## config.mk

```make
export PLATFORM = sky130hd
export DESIGN_NAME = poly_seq_ctrl
export DESIGN_NICKNAME = d
export VERILOG_FILES = /design/src/rtl/poly_seq_ctrl.sv
export SDC_FILE = /design/constraint.sdc
export NUM_CORES = 1
export LEC_CHECK = 0
export CAP_MARGIN = 20
export CELL_PAD_IN_SITES_DETAIL_PLACEMENT = 0
export CELL_PAD_IN_SITES_GLOBAL_PLACEMENT = 1
export CORE_AREA = 2 2 39 41
export CTS_CLUSTER_SIZE = 12
export DETAILED_ROUTE_END_ITERATION = 10
export DIE_AREA = 0 0 41 43
export MAX_ROUTING_LAYER = met4
export PLACE_DENSITY_LB_ADDON = 0.15
export SETUP_SLACK_MARGIN = 0.05
export SLEW_MARGIN = 20
export SYNTH_ARGS = -nofsm -noshare
export SYNTH_HDL_FRONTEND = slang
export SYNTH_SLANG_ARGS = --single-unit
```

## constraint.sdc

```tcl
create_clock -name clk -period 2.56 [get_ports clk]
set_input_delay 0.384 -clock clk [delete_from_list [all_inputs] [get_ports clk]]
set_output_delay 0.384 -clock clk [all_outputs]
set_load 0.05 [all_outputs]
```

## src/rtl/poly_seq_ctrl.sv

```systemverilog
// poly_seq_ctrl: request-driven start/done sequencer for the Horner
// polynomial accumulate datapath. Evaluates
//   y = c[DEGREE]*x^DEGREE + ... + c[0]
// by issuing one LOAD, one INIT (sum <= c[DEGREE]), DEGREE ITER cycles
// (sum <= sum*x + c[idx]), one WRITE (y <= sum) and a one-cycle DONE pulse.
//
// Optional feature: define POLY_SEQ_ABORT_EN to add an abort input that
// returns the sequencer to IDLE from any busy state without a y_ld or done.
//
// Handshake: start is a level request sampled on each rising clk edge. It is
// acted on only in IDLE and DONE (DONE chains straight into LOAD); while busy
// is high it is ignored and not remembered.
//
// All outputs are Moore-decoded from the state register and the idx counter,
// so no input reaches an output combinationally. state_dbg exposes the state
// register for observation.

module poly_seq_ctrl #(
    parameter int DEGREE = 3,
    parameter int IDX_W  = 2
) (
    input  logic             clk,
    input  logic             reset,
    input  logic             start,
`ifdef POLY_SEQ_ABORT_EN
    input  logic             abort,
`endif
    output logic             x_ld,
    output logic             y_ld,
    output logic             sum_ld,
    output logic             sum_clr,
    output logic             mac_sel,
    output logic [IDX_W-1:0] coef_sel,
    output logic             busy,
    output logic             done,
    output logic [2:0]       state_dbg
);

    typedef enum logic [2:0] {
        S_IDLE  = 3'd0,
        S_LOAD  = 3'd1,
        S_INIT  = 3'd2,
        S_ITER  = 3'd3,
        S_WRITE = 3'd4,
        S_DONE  = 3'd5
    } state_t;

    localparam logic [IDX_W-1:0] DEG_IDX = IDX_W'(DEGREE);
    localparam logic [IDX_W-1:0] IDX_ONE = IDX_W'(1);

    state_t           state;
    state_t           state_next;
    logic [IDX_W-1:0] idx;
    logic [IDX_W-1:0] idx_next;
    logic             abort_req;

`ifdef POLY_SEQ_ABORT_EN
    assign abort_req = abort;
`else
    assign abort_req = 1'b0;
`endif

    // State and coefficient index registers; reset aborts any evaluation at once.
    always_ff @(posedge clk or negedge reset) begin
        if (!reset) begin
            state <= S_IDLE;
            idx   <= '0;
        end else begin
            state <= state_next;
            idx   <= idx_next;
        end
    end

    // Next-state and index update; abort overrides every busy-state transition.
    always_comb begin
        state_next = state;
        idx_next   = idx;
        case (state)
            S_IDLE: begin
                if (start) state_next = S_LOAD;
            end
            S_LOAD: begin
                idx_next   = DEG_IDX;
                state_next = S_INIT;
            end
            S_INIT: begin
                idx_next   = DEG_IDX - IDX_ONE;
                state_next = S_ITER;
            end
            S_ITER: begin
                // idx only counts down while nonzero, so it can never wrap.
                if (idx != '0) idx_next = idx - IDX_ONE;
                else           state_next = S_WRITE;
            end
            S_WRITE: begin
                state_next = S_DONE;
            end
            S_DONE: begin
                state_next = start ? S_LOAD : S_IDLE;
            end
            default: begin
                state_next = S_IDLE;
                idx_next   = '0;
            end
        endcase
        if (abort_req && (state inside {S_LOAD, S_INIT, S_ITER, S_WRITE})) begin
            state_next = S_IDLE;
            idx_next   = '0;
        end
    end

    // Moore output decode from state and idx only.
    always_comb begin
        x_ld     = 1'b0;
        y_ld     = 1'b0;
        sum_ld   = 1'b0;
        sum_clr  = 1'b0;
        mac_sel  = 1'b0;
        coef_sel = '0;
        busy     = 1'b0;
        done     = 1'b0;
        case (state)
            S_LOAD: begin
                busy    = 1'b1;
                x_ld    = 1'b1;
                sum_clr = 1'b1;
            end
            S_INIT: begin
                busy     = 1'b1;
                sum_ld   = 1'b1;
                coef_sel = DEG_IDX;
            end
            S_ITER: begin
                busy     = 1'b1;
                sum_ld   = 1'b1;
                mac_sel  = 1'b1;
                coef_sel = idx;
            end
            S_WRITE: begin
                busy = 1'b1;
                y_ld = 1'b1;
            end
            S_DONE: begin
                done = 1'b1;
            end
            default: begin
            end
        endcase
    end

    assign state_dbg = state;

endmodule

```

After elaboration in Yosys (flattened, before gate mapping)

Cells that the tools add are included.

$add $sub $neg: 1
Mux-type cells: 13
Equal/unequal tests: 8
Bitwise operators: 1
Reductions and logical operators: 7

Operators with widths:

| kind                  | count |
|---|---|
| $pmux W3 S6           | 1 |
| $pmux W2 S4           | 1 |
| $mux W1               | 7 |
| $eq A3 B2 Y1 const B  | 2 |
| $eq A3 B3 Y1 const B  | 2 |
| $mux W3               | 2 |
| $ne A2 B2 Y1 const B  | 3 |
| $pmux W2 S2           | 1 |
| $reduce_and A2 Y1     | 2 |
| $reduce_or A4 Y1      | 1 |
| $eq A3 B1 Y1 const B  | 1 |
| $logic_not A3 Y1      | 1 |
| $reduce_or A3 Y1      | 1 |
| $mux W2               | 1 |
| $reduce_bool A2 Y1    | 1 |
| $reduce_or A2 Y1      | 1 |
| $sub A2 B1 Y2 const B | 1 |
| $not A1 Y1            | 1 |

Bits in registers: 5
Input bits: 3
Output and inout bits: 12
Word-level logic and storage cells: 32

Longest topological paths before layout

Depth in word-level cells: 4
Mapped depth: 4

Least setup slack after synthesis

No wires, ideal clock.

Kind: flip-flop to output port
Start point: register state[2] (netlist: state_dbg[2])
End point: output port x_ld
Required time: 2.176 ns
Path buffers: 2
Stages on the path, launching flop included: 5
Arrival: 1.953 ns
Setup slack: 0.223 ns
Cells stage by stage: dfrtp_1 buf_4 nand2b_1 nor2_1 buf_4

Word-level cells in the longest chain between the ends: 2

Ends and longest elaborated chain:

| what                     | line | source |
|---|---|---|
| start: declaration       | 51   | `state_t state;` |
| start signal: assignment | 69   | `state <= state_next;` |
| $eq A3 B1 Y1             | -    |  |
| $mux W1                  | -    |  |
| end: declaration         | 28   | `output logic x_ld,` |

No other way between the ends.

Worst setup path in the final report

Start point: register state[0] (netlist: state_dbg[0])
End point: output port busy

Word-level cells in the longest chain between the ends: 3
Elaborated cells on any way between the ends: 6

Ends and longest elaborated chain:

| what                                 | line | source |
|---|---|---|
| $eq A3 B1 Y1 (tied with other cells) | 122  | `case (state)` |
| $reduce_or A4 Y1 (no source line) *  | -    |  |
| $mux W1 *                            | 122  |  |
| end: declaration                     | 34   | `output logic busy,` |

Every way passes the cells marked *; elsewhere a longest branch is shown, timed or not.

==> flow_summary.toml <==
[sta]
final.period_utilization_pct = 90.1
slew_violations = 0
setup_viol = 0
hold_viol = 0
fin_crit_ps = 2310
relSlewSlack_pct = 66.6
fin_skew_ps = 2.03
rsz0062_at_grt = "no"
fin_setup_tns_ps = 0
worstMarginPinSlew_ps = 499
fmax_mhz = 433

[final_layout]
diodes = 0
mostFrequentLayoutCell = "clkdlybuf4s50_1"
layout_common_cells = "clkdlybuf4s50_1, dfrtp_1"
nets = 59
drive_gt1_share_pct = 13.0
synthToLayoutAreaGrowth_pct = 41.6

[run]
drv_cap = 0

[yosys]
syn_area_um2 = 364
ys_warn_count = 0
synth_cells = 40
yosysSeqAreaShare_pct = 34.4
avgSynthCellArea_um2 = 9.10
synth_seq_cells = 5
synth_fp_nets = 44
ys_types = 26

[die]
dieHeight_um = 43
rows = 14
die_w_um = 41
core_um2 = 1380
io_pins = 15
start_util_pct = 26.3
die-area_um2 = 1760

[clocking]
htreeDepth = 1
cts_hold_buf = 0
root_buffer = "clkbuf_4"
cts_tree = "done"
cts_made_buffers = 3
clkLatencyLatePin_ps = 240
cts.sinks = 5
clk_pin_slew_ps = 50
cts.path.max_buffers = 2

[min_path]
hold_path_class = "in -> async"

[routing]
drc = 0
wire_per_inst_um = 11.5
firstDrtPassIters = 2
vias_per_cell = 4.51
drtAntennaViolNets = 0
drt-total-wl_um = 806
drt_iter0_markers = 1
vias = 316

[setup_path]
critPathCaptureType = "output port"
critPathMaxFanout = 11
worstSetupPathType = "reg -> out"
cp-start-kind = "flip-flop"
worstPathArrival_ps = 1920
required_ps = 2180

[global_routing]
grtUsageTotal_pct = 11.6
overflow = 0
grt_pass1_wl_um = 1240
antenna_found_initial = 0
first_global_vias = 301
grt_max_degree = 13

[place]
port_buffers = 14
gp_congestion = 0.725
dp.final_hpwl_um = 598

[run_status]
status = "finished, final reports clean"
==> what timing repair did <==
| item | CTS | global route |
|---|---|---|
| setup endpoints to repair | 0 | 1 |
| resized for setup | 0 | 1 |
| endpoints found under the hold margin | 0 | 0 |
| setup buffers | 0 | 0 |
==> final timing paths <==
path                               from           end  slack (ps)  cells after the start
max                        state_dbg[0]          busy         250                      3
min                               reset  state_dbg[1]         380                      1
max reg2reg                      idx[1]        idx[1]        1320                      4
min reg2reg                      idx[0]        idx[0]         620                      2
max in group asynchronous         reset        idx[0]        1970                      1
min in group clk                 idx[0]        idx[0]         620                      2
==> routing by layer <==
metal / part of all wire (%) / GRT usage [%] / up-vias
met2: 45 / 13.4 / 13
met4: 2.4 / 12.0 / 0
li1: - / - / 160
met5: 0 / - / -
met3: 6.5 / 3.14 / 2
met1: 46 / 14.8 / 141
==> metrics by stage <==
| stage | hold slack (ps) | area (um^2) | utilization, % | cells | setup slack [ps] |
|---|---|---|---|---|---|
| after floorplan | 88.4 | 364 | - | 40 | 223 |
| after global placement | 584 | 487 | 35.2 | 66 | 444 |
| after detailed placement | 597 | 487 | 35.2 | 66 | 442 |
| after CTS | 380 | 513 | 37.1 | 70 | 173 |
| after global routing | 383 | 515 | 37.3 | 70 | 137 |
| final | 379 | 515 | 37.3 | 70 | 253 |
==> critical path, stage by stage, from the launching register on <==
cell	delay [ps]
dfrtp_1	510
nor2_4	210
xnor2_1	140
clkdlybuf4s50_1	820
==> synthesized netlist by cell type (all sizes together) <==
cell	instances	area [um^2]
dfrtp	5	125
buf	4	37.5
nor2	4	22.5
a21oi	3	15.0
inv	3	11.3
nand2	3	11.3
and2	2	15.0
nand2b	2	15.0
a211oi	1	7.51
a31o	1	8.76
and3	1	6.26
and3b	1	10.0
ha	1	12.5
mux2i	1	10.0
nor2b	1	6.26
nor3	1	5.00
o211a	1	10.0
o21ai	1	5.00
o22ai	1	6.26
or2	1	6.26
xnor2	1	8.76
xor2	1	8.76
==> registers in the layout, indices dropped and copies added (netlist names) <==
register and flops:
idx 2, state_dbg 3
==> kinds of logic (layout without fill, tap and decap cells) <==
kind of cell / after synthesis / in the layout / share of synthesized area, %
AND/OR/NAND/NOR: 16 / 16 / 26.8
AO/OA/AOI/OAI: 8 / 8 / 14.4
buffers and inverters: 7 / 21 / 13.4
flip-flops: 5 / 5 / 34.4
XOR/XNOR: 2 / 2 / 4.81
adder cells (fa/ha/maj): 1 / 1 / 3.44
multiplexers: 1 / 1 / 2.75
==> layout make-up <==
cell class | instances | area (um^2)
fillers | 145 | 868
multi-input cells | 28 | 190
repair buffers | 14 | 143
flip-flops and latches | 5 | 125
clock buffers | 4 | 26.3
well taps | 16 | 20.0
inverters | 3 | 11.3
Power is left out: the tool's default activity adds up to more than one toggle a clock period on the data nets, which glitch-free logic cannot reach.
